File: src/rtl/btn_pkg.sv
// Shared types and helpers for the button gesture decoder: FSM states,
// default tick counts and the strobe-to-edge decode.
package btn_pkg;

    typedef enum logic [2:0] {
        IDLE,
        PRESSED,
        HELD,
        WAIT2,
        PRESSED2
    } btn_state_t;

    localparam int DEF_LONG_TICKS   = 500;
    localparam int DEF_DCLICK_TICKS = 250;
    localparam int DEF_REPEAT_TICKS = 100;
    localparam int DEF_CNT_W        = 16;

    typedef struct packed {
        logic press;
        logic rel;
    } btn_edges_t;

    // The filter strobe arrives together with the new level, so the level tells the edge direction.
    function automatic btn_edges_t decode_edges(input logic ceo, input logic level);
        btn_edges_t e;
        e.press = ceo & level;
        e.rel   = ceo & ~level;
        return e;
    endfunction

endpackage

File: src/rtl/btn_tick_counter.sv
// CE-gated tick counter shared by the long-press, double-click and repeat
// timeouts; clears on request, saturates instead of wrapping.
module btn_tick_counter
    import btn_pkg::*;
#(
    parameter int CNT_W = DEF_CNT_W
) (
    input  logic             CLK,
    input  logic             RST,
    input  logic             ce,
    input  logic             clear,
    input  logic [CNT_W-1:0] last,
    output logic             terminal
);

    logic [CNT_W-1:0] count;

    always_ff @(posedge CLK) begin
        if (RST) begin
            count <= '0;
        end else if (clear) begin
            count <= '0;
        end else if (ce && (count != '1)) begin
            count <= count + CNT_W'(1);
        end
    end

    assign terminal = ce && (count == last);

endmodule

File: src/rtl/btn_event_decoder.sv
// Turns the debounced button level and change strobe into single-cycle
// click, double-click, long-press and auto-repeat pulses.
module btn_event_decoder
    import btn_pkg::*;
#(
    parameter int LONG_TICKS   = DEF_LONG_TICKS,
    parameter int DCLICK_TICKS = DEF_DCLICK_TICKS,
    parameter int REPEAT_TICKS = DEF_REPEAT_TICKS,
    parameter int CNT_W        = DEF_CNT_W
) (
    input  logic CLK,
    input  logic RST,
    input  logic CE,
    input  logic BTN_IN,
    input  logic BTN_CEO,
    output logic EVT_CLICK,
    output logic EVT_DCLICK,
    output logic EVT_LONG,
    output logic EVT_REPEAT,
    output logic BUSY
);

    localparam logic [CNT_W-1:0] LONG_LAST   = CNT_W'(LONG_TICKS - 1);
    localparam logic [CNT_W-1:0] DCLICK_LAST = CNT_W'(DCLICK_TICKS - 1);
    localparam logic [CNT_W-1:0] REPEAT_LAST = CNT_W'(REPEAT_TICKS - 1);

    btn_state_t       state;
    btn_state_t       state_next;
    btn_edges_t       edges;
    logic             terminal;
    logic             cnt_clear;
    logic [CNT_W-1:0] cnt_last;
    logic             click_d;
    logic             dclick_d;
    logic             long_d;
    logic             repeat_d;

    assign edges = decode_edges(BTN_CEO, BTN_IN);

    always_comb begin
        cnt_last = '1;
        case (state)
            PRESSED: cnt_last = LONG_LAST;
            HELD:    cnt_last = REPEAT_LAST;
            WAIT2:   cnt_last = DCLICK_LAST;
            default: cnt_last = '1;
        endcase
    end

    // A repeat keeps the state but still has to restart the period.
    assign cnt_clear = (state_next != state) || repeat_d;

    btn_tick_counter #(
        .CNT_W (CNT_W)
    ) u_tick_counter (
        .CLK      (CLK),
        .RST      (RST),
        .ce       (CE),
        .clear    (cnt_clear),
        .last     (cnt_last),
        .terminal (terminal)
    );

    always_ff @(posedge CLK) begin
        if (RST) begin
            state <= IDLE;
        end else begin
            state <= state_next;
        end
    end

    // Edges take priority over a coincident timeout in every state.
    always_comb begin
        state_next = state;
        case (state)
            IDLE:     if (edges.press) state_next = PRESSED;
            PRESSED:  if (edges.rel) state_next = WAIT2;
                      else if (terminal) state_next = HELD;
            HELD:     if (edges.rel) state_next = IDLE;
            WAIT2:    if (edges.press) state_next = PRESSED2;
                      else if (terminal) state_next = IDLE;
            PRESSED2: if (edges.rel) state_next = IDLE;
            default:  state_next = IDLE;
        endcase
    end

    always_comb begin
        click_d  = 1'b0;
        dclick_d = 1'b0;
        long_d   = 1'b0;
        repeat_d = 1'b0;
        case (state)
            PRESSED:  long_d   = !edges.rel && terminal;
            HELD:     repeat_d = !edges.rel && terminal;
            WAIT2:    click_d  = !edges.press && terminal;
            PRESSED2: dclick_d = edges.rel;
            default:  ;
        endcase
    end

    always_ff @(posedge CLK) begin
        if (RST) begin
            EVT_CLICK  <= 1'b0;
            EVT_DCLICK <= 1'b0;
            EVT_LONG   <= 1'b0;
            EVT_REPEAT <= 1'b0;
        end else begin
            EVT_CLICK  <= click_d;
            EVT_DCLICK <= dclick_d;
            EVT_LONG   <= long_d;
            EVT_REPEAT <= repeat_d;
        end
    end

    assign BUSY = (state != IDLE);

endmodule

File: config.mk
export PLATFORM = sky130hd
export DESIGN_NAME = btn_event_decoder
export DESIGN_NICKNAME = d
export VERILOG_FILES = /design/src/rtl/btn_pkg.sv /design/src/rtl/btn_tick_counter.sv /design/src/rtl/btn_event_decoder.sv
export SDC_FILE = /design/constraint.sdc
export NUM_CORES = 1
export LEC_CHECK = 0
export ABC_AREA = 1
export BUFFER_PORTS_ARGS = -buffer_cell sky130_fd_sc_hd__clkbuf_2
export CAP_MARGIN = 40
export CORE_ASPECT_RATIO = 0.75
export CORE_MARGIN = 4
export CORE_UTILIZATION = 30
export CTS_CLUSTER_DIAMETER = 100
export DETAILED_ROUTE_END_ITERATION = 10
export PLACE_DENSITY = 0.42
export SLEW_MARGIN = 5
export SYNTH_ARGS = -nofsm -noshare
export SYNTH_HDL_FRONTEND = slang
export SYNTH_SLANG_ARGS = --single-unit
File: constraint.sdc
create_clock -name CLK -period 4.3 [get_ports CLK]
set_clock_uncertainty 0.15 [all_clocks]
set_input_delay 0.645 -clock CLK [delete_from_list [all_inputs] [get_ports CLK]]
set_output_delay 0.645 -clock CLK [all_outputs]
set_load 0.05 [all_outputs]
==> impl_metrics.env, run 1 <==
export IMPL_ios=10
export IMPL_fmax_mhz=458
export IMPL_antenna_cells=0
export IMPL_final_cell_mix="nand2_1, inv_1, nor2_1, dfxtp_1, nand3_1"
export IMPL_comb_power_share_pct=11.6
export IMPL_hold_path_class="flip-flop to flip-flop"
export IMPL_synth_fp_nets=236
export IMPL_power_switching_mw=0.116
export IMPL_critPathKind="flip-flop to primary output"
export IMPL_crit_family="flip-flops"
export IMPL_p_int_mw=0.295
export IMPL_outcome="finished, final reports clean"
export IMPL_fillCellCount=530
export IMPL_postCtsHoldBufs=0
export IMPL_gr_total_overflow=0
export IMPL_crit_path_start_kind="flip-flop"
export IMPL_grt_use_total_pct=12.8
export IMPL_path_buf_inv=3
export IMPL_fin_tns_setup_ps=0
export IMPL_p_leak_nw=0.679
export IMPL_wl_per_cell_um=11.4
export IMPL_cts_made_buffers=3
export IMPL_yosys_warnings=0
export IMPL_synth_cells=230
export IMPL_r2r_setup_slack_ps=2140
export IMPL_antenna_left=0
export IMPL_cp_required_ps=3500
export IMPL_postCtsSetupBuffers=0
export IMPL_syn2layout_area_growth_pct=8.90
export IMPL_yosys_cell_types_count=24
export IMPL_fin_nets=248
export IMPL_drtPass1Iterations=4
export IMPL_drt_iter0_markers=125
export IMPL_worst_hold_path_endpoint="u_tick_counter.count[15]$_SDFFE_PP0P_"
export IMPL_cp_slowest_cell="dfxtp_1"
export IMPL_numPortBuffers=9
export IMPL_p_total_mw=0.411
export IMPL_final_common_cell="nand2_1"
export IMPL_setup_violations_final=0
export IMPL_htree_levels=1
export IMPL_ir_drop_uv=103
export IMPL_dpl_cell_area_um2=1550
export IMPL_hold_viol_final=0
export IMPL_hold_start="u_tick_counter.count[15]$_SDFFE_PP0P_"
export IMPL_finalMaxSlewViolations=0
export IMPL_dp_cells=294
export IMPL_r2r_end="u_tick_counter.count[7]$_SDFFE_PP0P_"
export IMPL_share_seq_of_total_power_pct=53.6
export IMPL_ys_seq_area_share_pct=31.5
export IMPL_maxSlewHeadroom_pct=78.2
export IMPL_critical_path_max_stage_delay_ps=450
export IMPL_synth_avg_cell_area_um2=6.35
export IMPL_cts_resized_gates=0
export IMPL_cts_sinks=23
export IMPL_cts_max_path_buffers=2
export IMPL_gp_congestion=0.856
export IMPL_clk_pin_slew_ps=90
export IMPL_r2r_cells=13
export IMPL_clkPwrFrac_pct=34.8
export IMPL_die_x_um=88.6
export IMPL_crit_arrival_ps=1390
export IMPL_row_count=21
export IMPL_worst_hold_slack_ps=424
export IMPL_path_cells="inv_2 > nand2_2 > inv_1 > nand2_1 > clkbuf_2"
export IMPL_dpl_hpwl_um=2670
export IMPL_grt_pass1_vias=1145
export IMPL_final_area_um2=1590
export IMPL_finalCriticalPeriod_ps=2180
export IMPL_clock_latency_ps=270
export IMPL_worst_pin_slew_ps=324
export IMPL_via_per_inst=4.49
export IMPL_maxCapViolations=0
export IMPL_ys_seq_elements=23
export IMPL_fin_ws_ps=2120
export IMPL_synth_area_um2=1460
export IMPL_dpl_worst_slack_ps=2070
export IMPL_timing_rr_start="u_tick_counter.count[0]$_SDFFE_PP0P_"
export IMPL_die_area_um2=6060
export IMPL_cts_tree="yes"
export IMPL_grt_first_pass_wirelength_um=5880
export IMPL_finalCritPeriodShare_pct=50.8
export IMPL_antenna_found_initial=0
export IMPL_cp_end_kind="primary output"
export IMPL_switching_share_pct=28.3
export IMPL_num_vias=1339
export IMPL_wirelength_um=3410
export IMPL_powerDensity_nw_per_um2=258
export IMPL_drc_errors=0
export IMPL_drive_above_1_share_pct=13.7
export IMPL_start_util_pct=32.0
export IMPL_cts_root_buf="clkbuf_8"
export IMPL_grt_max_degree=17
export IMPL_core_area_um2=4570
export IMPL_min_path_cells=2
export IMPL_crit_fanout=5
export IMPL_final_cell_count_no_fill=298
export IMPL_rsz0062_at_grt="false"
export IMPL_final_core_util_pct=34.8
export IMPL_die_height_um=68.4
-- registers in the layout (all words and copies together), names as in the netlist --
| signal | count |
|---|---|
| EVT_DCLICK | 1 |
| EVT_CLICK | 1 |
| u_tick_counter.count | 16 |
| EVT_LONG | 1 |
| EVT_REPEAT | 1 |
| state | 3 |
-- kinds of logic (layout without fill, tap and decap cells) --
family	count (synthesis)	after routing	synth area share, %
fa+ha+maj	1	1	0.856
compound gates	14	14	5.22
simple gates	132	132	40.6
xor+xnor	14	14	8.39
flops	23	23	31.5
buf+inv	46	57	13.4
-- Yosys cell counts --
cell type  count  area share (%)
nor2_2        12             5.1
a21boi_0       1            0.51
nand2_1       52              13
a31oi_1        1            0.43
inv_1         41              11
ha_1           1            0.86
dfxtp_1       23              32
xnor2_1        6             3.6
buf_6          1            0.77
inv_2          3            0.77
nand3_1       17             5.8
xor2_1         8             4.8
nor4_1         2            0.86
buf_12         1             1.4
nor2_1        34             8.7
o211ai_1       1            0.51
o21ai_1        1            0.34
nand2_2        4             1.7
a21oi_1        6             2.1
nand4_1        5             2.1
nand2_4        1            0.77
o21ai_0        4             1.4
nand3_2        1            0.68
nor3_1         4             1.4
-- area by class of cell --
type | count | area, um^2 | share of cell area (%)
repair buffers | 9 | 45.0 | 2.83
inverters | 44 | 165 | 10.4
well taps | 57 | 71.3 | 4.48
clock buffers | 4 | 45.0 | 2.83
flip-flops and latches | 23 | 460 | 28.9
multi-input cells | 161 | 805 | 50.6
-- worst max-delay path by stage --
stage | start | endpoint | slack [ps] | cells past startpoint
detailed placement | BTN_CEO | u_tick_counter.count[0]$_SDFFE_PP0P_ | 2070 | 9
global placement | CE | u_tick_counter.count[15]$_SDFFE_PP0P_ | 2080 | 12
global route | u_tick_counter.count[0]$_SDFFE_PP0P_ | u_tick_counter.count[2]$_SDFFE_PP0P_ | 1910 | 12
CTS | state[1]$_SDFF_PP0_ | BUSY | 2130 | 5
floorplan | CE | u_tick_counter.count[12]$_SDFFE_PP0P_ | 2390 | 14
finish | state[1]$_SDFF_PP0_ | BUSY | 2120 | 5
-- worst register-to-register path, stage by stage, from the launching register on --
cell     delay, ps
dfxtp_1        390
ha_1           240
nand2_1         60
inv_1           50
nand3_1        160
inv_1           80
nand3_1        100
nand2_2        150
nor2_1         220
nand2_1        130
o21ai_0        160
nand2_1         70
inv_1           60
nor2_2          30
-- layer usage --
layer / routed length (um) / global-route usage [%]
met1: 2060 / 21.2
met2: 1200 / 15.9
met3: 132 / 3.01
met4: 19 / 2.26
met5: 0 / 0
-- power groups by stage --
| stage | Combinational (mW) | Clock (mW) | Sequential (mW) |
|---|---|---|---|
| floorplan | 0.0404 | 0 | 0.224 |
| CTS | 0.0488 | 0.151 | 0.220 |
| detailed placement | 0.0485 | 0 | 0.225 |
| finish | 0.0479 | 0.143 | 0.220 |
| global placement | 0.0500 | 0 | 0.226 |
| global route | 0.0546 | 0.158 | 0.221 |
Note: power is estimated with default switching activity, not from simulation.
==> inputs of run 2 (changes only) <==
- ABC_AREA: 1 -> 0
- PLACE_DENSITY: 0.42 -> 0.43
- clock period: 4.3 -> 2.2 ns (I/O delays scaled with it)
==> impl_metrics.env, run 2 <==
export IMPL_critical_path_max_stage_delay_ps=470
export IMPL_fin_tns_setup_ps=0
export IMPL_synth_edf_count=0
export IMPL_cts_sinks=23
export IMPL_synthTopCellsByCount="nor2_1, dfxtp_1, nand2_1, xnor2_1, xor2_1"
export IMPL_grt_first_pass_wirelength_um=4900
export IMPL_antenna_cells=0
export IMPL_outcome="finished, final reports clean"
export IMPL_finalMaxSlewViolations=0
export IMPL_setup_violations_final=0
export IMPL_cts_tree="yes"
export IMPL_p_total_mw=0.779
export IMPL_path_cells="nand4_1 > o31a_1 > a2111o_1 > buf_6 > o21ai_4 > buf_12 > nor2_1"
export IMPL_r2r_setup_slack_ps=70
export IMPL_die_area_um2=5230
export IMPL_grt_max_degree=14
export IMPL_die_height_um=63.7
export IMPL_antenna_found_initial=0
export IMPL_synth_area_um2=1240
export IMPL_synth_avg_cell_area_um2=8.26
export IMPL_synth_top_area_cell="dfxtp_1"
export IMPL_antenna_left=0
export IMPL_ys_seq_elements=23
export IMPL_comb_power_share_pct=11.6
export IMPL_async_flop_share_pct=0
export IMPL_cts_root_buf="clkbuf_8"
export IMPL_wirelength_um=2980
export IMPL_netlist_area_leader_share_pct=37.2
export IMPL_routed_wl_met2_um=1220
export IMPL_p_int_mw=0.586
export IMPL_crit_start="u_tick_counter.count[15]$_SDFFE_PP0P_"
export IMPL_wl_met1_um=1660
export IMPL_yosysMostFrequentCell="nor2_1"
export IMPL_via_per_inst=4.84
export IMPL_postCtsSetupBuffers=0
export IMPL_fin_nets=180
export IMPL_fmax_mhz=470
export IMPL_clk_pin_slew_ps=80
export IMPL_finalCritPeriodShare_pct=96.8
export IMPL_top_regs="u_tick_counter.count x16, state x3"
export IMPL_cp_end_kind="flip-flop"
export IMPL_ios=10
export IMPL_syn2layout_area_growth_pct=25.8
export IMPL_ys_flop_type="dfxtp_1"
export IMPL_switching_share_pct=24.8
export IMPL_gp_congestion=0.801
export IMPL_grt_use_total_pct=12.1
export IMPL_clock_latency_ps=260
export IMPL_htree_levels=1
export IMPL_drt_iter0_markers=33
export IMPL_hold_viol_final=0
export IMPL_share_seq_of_total_power_pct=54.9
export IMPL_cp_required_ps=2210
export IMPL_drc_errors=0
export IMPL_final_common_cell="nor2_1"
export IMPL_clkPwrFrac_pct=33.5
export IMPL_final_core_util_pct=41.0
export IMPL_r2r_cells=7
export IMPL_cts_max_path_buffers=2
export IMPL_endpoint="u_tick_counter.count[7]$_SDFFE_PP0P_"
export IMPL_postCtsHoldBufs=0
export IMPL_synth_fp_nets=156
export IMPL_worst_pin_slew_ps=564
export IMPL_powerDensity_nw_per_um2=500
export IMPL_yosys_cell_types_count=44
export IMPL_r2r_end="u_tick_counter.count[7]$_SDFFE_PP0P_"
export IMPL_cts_made_buffers=3
export IMPL_p_leak_nw=0.562
export IMPL_power_switching_mw=0.193
export IMPL_crit_path_start_kind="flip-flop"
export IMPL_wl_per_cell_um=13.2
export IMPL_regMostFlops="u_tick_counter.count"
export IMPL_die_x_um=82.2
export IMPL_timing_rr_start="u_tick_counter.count[15]$_SDFFE_PP0P_"
export IMPL_largest_register_ffs=16
export IMPL_row_count=19
export IMPL_ir_drop_uv=211
export IMPL_gr_total_overflow=0
export IMPL_cts_resized_gates=0
export IMPL_cp_slowest_cell="a2111o_1"
export IMPL_hold_path_class="primary input to flip-flop"
export IMPL_dpl_hpwl_um=2290
export IMPL_top_layer="met4"
export IMPL_drtPass1Iterations=4
export IMPL_crit_fanout=10
export IMPL_synthTopCellsByArea="dfxtp_1, nor2_1, xnor2_1"
export IMPL_num_vias=1088
export IMPL_critPathKind="flip-flop to flip-flop"
export IMPL_finalCriticalPeriod_ps=2130
export IMPL_maxSlewHeadroom_pct=62.1
export IMPL_yosys_warnings=0
export IMPL_core_area_um2=3800
export IMPL_final_cell_mix="nor2_1, dfxtp_1, buf_4"
export IMPL_rsz0062_at_grt="true"
export IMPL_synth_cells=150
export IMPL_route_met3_wl_um=77
export IMPL_drive_above_1_share_pct=27.7
export IMPL_grt_pass1_vias=1000
export IMPL_crit_arrival_ps=2140
export IMPL_numPortBuffers=9
export IMPL_maxCapViolations=0
export IMPL_start_util_pct=32.6
export IMPL_ys_seq_area_share_pct=37.2
## run 2: cell count changes in the layout (fill, tap and decap cells not counted), sizes merged, moves of 9 or more
cell,before,now
inv,44,1
nor2,46,28
nand3,18,9
nand2,57,9
buf,0,17
## run 2: stage by stage
| step | cells | setup slack [ps] | hold WS, ps | cell area [um^2] |
|---|---|---|---|---|
| 4_1_cts | 225 | 18.2 | 177 | 1500 |
| 2_1_floorplan | 150 | 221 | 252 | 1240 |
| 5_1_grt | 225 | -38.9 | 205 | 1560 |
| 3_5_place_dp | 221 | 33.7 | 389 | 1450 |
| 6_report | 225 | 71.0 | 197 | 1560 |
| 3_3_place_gp | 221 | 56.8 | 379 | 1450 |
## run 2: worst min path at each step
stage,depth (start not counted),endpoint,from
finish,2,state[1]$_SDFF_PP0_,RST
floorplan,1,state[2]$_SDFF_PP0_,RST
detailed placement,2,u_tick_counter.count[5]$_SDFFE_PP0P_,u_tick_counter.count[5]$_SDFFE_PP0P_
global route,2,state[2]$_SDFF_PP0_,RST
global placement,2,u_tick_counter.count[5]$_SDFFE_PP0P_,u_tick_counter.count[5]$_SDFFE_PP0P_
CTS,2,state[1]$_SDFF_PP0_,RST
## run 2: metal layers
layer / track usage [%] / up-vias
li1: - / 570
met1: 19.0 / 506
met2: 15.5 / 10
met3: 3.99 / 2
met4: 2.49 / 0
met5: 0 / -
## run 2: worst max-delay path, delay by kind of cell, from the launching register on
family                 cells  cell delay [ps]
AOI/OAI and AO/OA          3              930
DFF                        1              430
buffers and inverters      2              300
and+or+nand+nor            2              210
## run 2: cells by family (layout without fill, tap and decap cells)
group                    count (synthesis)  after routing  synth area share, %
AND/OR/NAND/NOR                         79             79                 33.2
flip-flops                              23             23                 37.2
AO/OA/AOI/OAI                           18             18                 10.0
XOR/XNOR                                18             18                 12.7
buffers and inverters                    8             31                 3.33
multiplexers                             3              3                 2.53
adder cells (fa/ha/maj)                  1              1                 1.01
## run 2: layout make-up
| type | instances | area (um^2) |
|---|---|---|
| well taps | 52 | 65.1 |
| clock inverters | 1 | 5.00 |
| multi-input cells | 119 | 783 |
| flip-flops and latches | 23 | 470 |
| repair buffers | 26 | 189 |
| clock buffers | 3 | 41.3 |
| inverters | 1 | 3.75 |
| fillers | 392 | 2250 |
## run 2: power by group through the flow
stage / combinational [mW] / sequential [mW] / clock [mW]
after floorplan: 0.0571 / 0.434 / 0
final: 0.0904 / 0.428 / 0.261
after global placement: 0.0856 / 0.438 / 0
after detailed placement: 0.0851 / 0.438 / 0
after global routing: 0.100 / 0.429 / 0.290
after CTS: 0.0854 / 0.429 / 0.278
==> inputs of run 3 (changes only) <==
- BUFFER_PORTS_ARGS: -buffer_cell sky130_fd_sc_hd__clkbuf_2 -> not set
- DONT_BUFFER_PORTS: not set -> 1
- PLACE_DENSITY: 0.43 -> 0.41
==> impl_metrics.env, run 3 (synthesis results as in run 2) <==
export IMPL_grt_use_total_pct=12.1
export IMPL_die_area_um2=5230
export IMPL_antenna_cells=0
export IMPL_critical_path_max_stage_delay_ps=460
export IMPL_die_height_um=63.7
export IMPL_outcome="finished, final reports clean"
export IMPL_drtPass1Iterations=4
export IMPL_crit_start="u_tick_counter.count[11]$_SDFFE_PP0P_"
export IMPL_num_vias=1064
export IMPL_p_leak_nw=0.535
export IMPL_crit_path_start_kind="flip-flop"
export IMPL_path_cells="nor4_2 > nand4b_1 > o31a_1 > a2111o_1 > or3_4 > nor3_4"
export IMPL_grt_max_degree=14
export IMPL_grt_pass1_vias=1014
export IMPL_final_cell_count_no_fill=218
export IMPL_clk_pin_slew_ps=80
export IMPL_timing_rr_start="u_tick_counter.count[11]$_SDFFE_PP0P_"
export IMPL_drc_errors=0
export IMPL_antenna_found_initial=0
export IMPL_top_regs="u_tick_counter.count x16, state x3"
export IMPL_cp_slowest_cell="a2111o_1"
export IMPL_drt_iter0_markers=45
export IMPL_cts_sinks=23
export IMPL_hold_viol_final=0
export IMPL_grt_busiest_layer="met1"
export IMPL_crit_arrival_ps=2130
export IMPL_cts_max_path_buffers=2
export IMPL_hold_start="BTN_CEO"
export IMPL_wirelength_um=2910
export IMPL_row_count=19
export IMPL_cp_end_kind="flip-flop"
export IMPL_syn2layout_area_growth_pct=24.5
export IMPL_cts_made_buffers=3
export IMPL_worst_hold_slack_ps=104
export IMPL_ir_drop_uv=160
export IMPL_p_int_mw=0.589
export IMPL_seqCellArea_um2=470
export IMPL_ios=10
export IMPL_finalCriticalPeriod_ps=2090
export IMPL_cp_required_ps=2240
export IMPL_clkPwrFrac_pct=33.9
export IMPL_finalCritPeriodShare_pct=95.0
export IMPL_multiInputGateArea_um2=792
export IMPL_worst_pin_slew_ps=541
export IMPL_r2r_cells=6
export IMPL_via_per_inst=4.88
export IMPL_maxCapViolations=0
export IMPL_regMostFlops="u_tick_counter.count"
export IMPL_final_common_cell="nor2_1"
export IMPL_htree_levels=1
export IMPL_critPathKind="flip-flop to flip-flop"
export IMPL_crit_fanout=5
export IMPL_dpl_hpwl_um=2140
export IMPL_switching_share_pct=24.8
export IMPL_drive_above_1_share_pct=24.1
export IMPL_clock_latency_ps=260
export IMPL_hold_path_class="primary input to flip-flop"
export IMPL_fmax_mhz=478
export IMPL_grt_use_met1_pct=18.5
export IMPL_final_core_util_pct=40.6
export IMPL_wl_per_cell_um=13.4
export IMPL_min_path_cells=2
export IMPL_gr_total_overflow=0
export IMPL_finalMaxSlewViolations=0
export IMPL_numPortBuffers=0
export IMPL_gp_congestion=0.767
export IMPL_cts_tree="yes"
export IMPL_antenna_left=0
export IMPL_comb_power_share_pct=11.6
export IMPL_core_area_um2=3800
export IMPL_powerDensity_nw_per_um2=508
export IMPL_fin_nets=173
export IMPL_share_seq_of_total_power_pct=54.5
export IMPL_setup_violations_final=0
export IMPL_fillCellCount=393
export IMPL_grt_first_pass_wirelength_um=4940
export IMPL_grt_util_met2_pct=16.3
export IMPL_final_cell_mix="nor2_1, dfxtp_1, buf_4"
export IMPL_dp_cells=211
export IMPL_power_switching_mw=0.194
export IMPL_die_x_um=82.2
export IMPL_fin_tns_setup_ps=0
export IMPL_use_met3_pct=3.42
export IMPL_start_util_pct=32.6
export IMPL_largest_register_ffs=16
export IMPL_maxSlewHeadroom_pct=63.6
export IMPL_cts_root_buf="clkbuf_8"
==> run 3: layer usage <==
metal  vias to the layer above  share of wire (%)  wire, um
met1                       497                 56      1620
met3                         4                2.2        65
met4                         0               0.82        24
met5                         -                  0         0
li1                        558                  -         -
met2                         5                 41      1200
==> run 3: worst max-delay path: cells and delay by family, from the launching register on <==
kind	cells	cell delay, ps
compound gates	2	590
flops	1	360
simple gates	4	930
==> run 3: cell type report <==
class / count / area share, %
well taps: 52 / 4.22
repair buffers: 19 / 10.7
flip-flops and latches: 23 / 30.5
clock inverters: 1 / 0.324
inverters: 1 / 0.243
clock buffers: 3 / 2.68
multi-input cells: 119 / 51.3
==> run 3: per-stage QoR <==
| stage | total power, mW | area, um^2 | setup WS [ps] |
|---|---|---|---|
| 4_1_cts | 0.791 | 1460 | 37.4 |
| 2_1_floorplan | 0.491 | 1240 | 221 |
| 3_3_place_gp | 0.517 | 1400 | 63.6 |
| 5_1_grt | 0.823 | 1540 | -14.3 |
| 3_5_place_dp | 0.517 | 1400 | 49.8 |
| 6_report | 0.783 | 1540 | 110 |
==> run 3: path summary, 6_finish.rpt <==
| kind | to | slack (ps) |
|---|---|---|
| max | EVT_LONG$_SDFF_PP0_ | 110 |
| min | EVT_DCLICK$_SDFF_PP0_ | 100 |
| max reg2reg | EVT_LONG$_SDFF_PP0_ | 110 |
| min reg2reg | u_tick_counter.count[5]$_SDFFE_PP0P_ | 410 |
==> run 3: repair_timing <==
action | in CTS | in global routing
hold buffers | 1 | 0
endpoints found under the setup margin | 0 | 18
hold endpoints to repair | 4 | 0
buffers inserted | 0 | 2
resized for setup | 0 | 18
==> run 3: power by group through the flow <==
stage	clock (mW)	combinational [mW]	sequential, mW
finish	0.266	0.0906	0.427
floorplan	0	0.0571	0.434
global route	0.295	0.100	0.428
detailed placement	0	0.0795	0.437
CTS	0.281	0.0822	0.428
global placement	0	0.0795	0.438
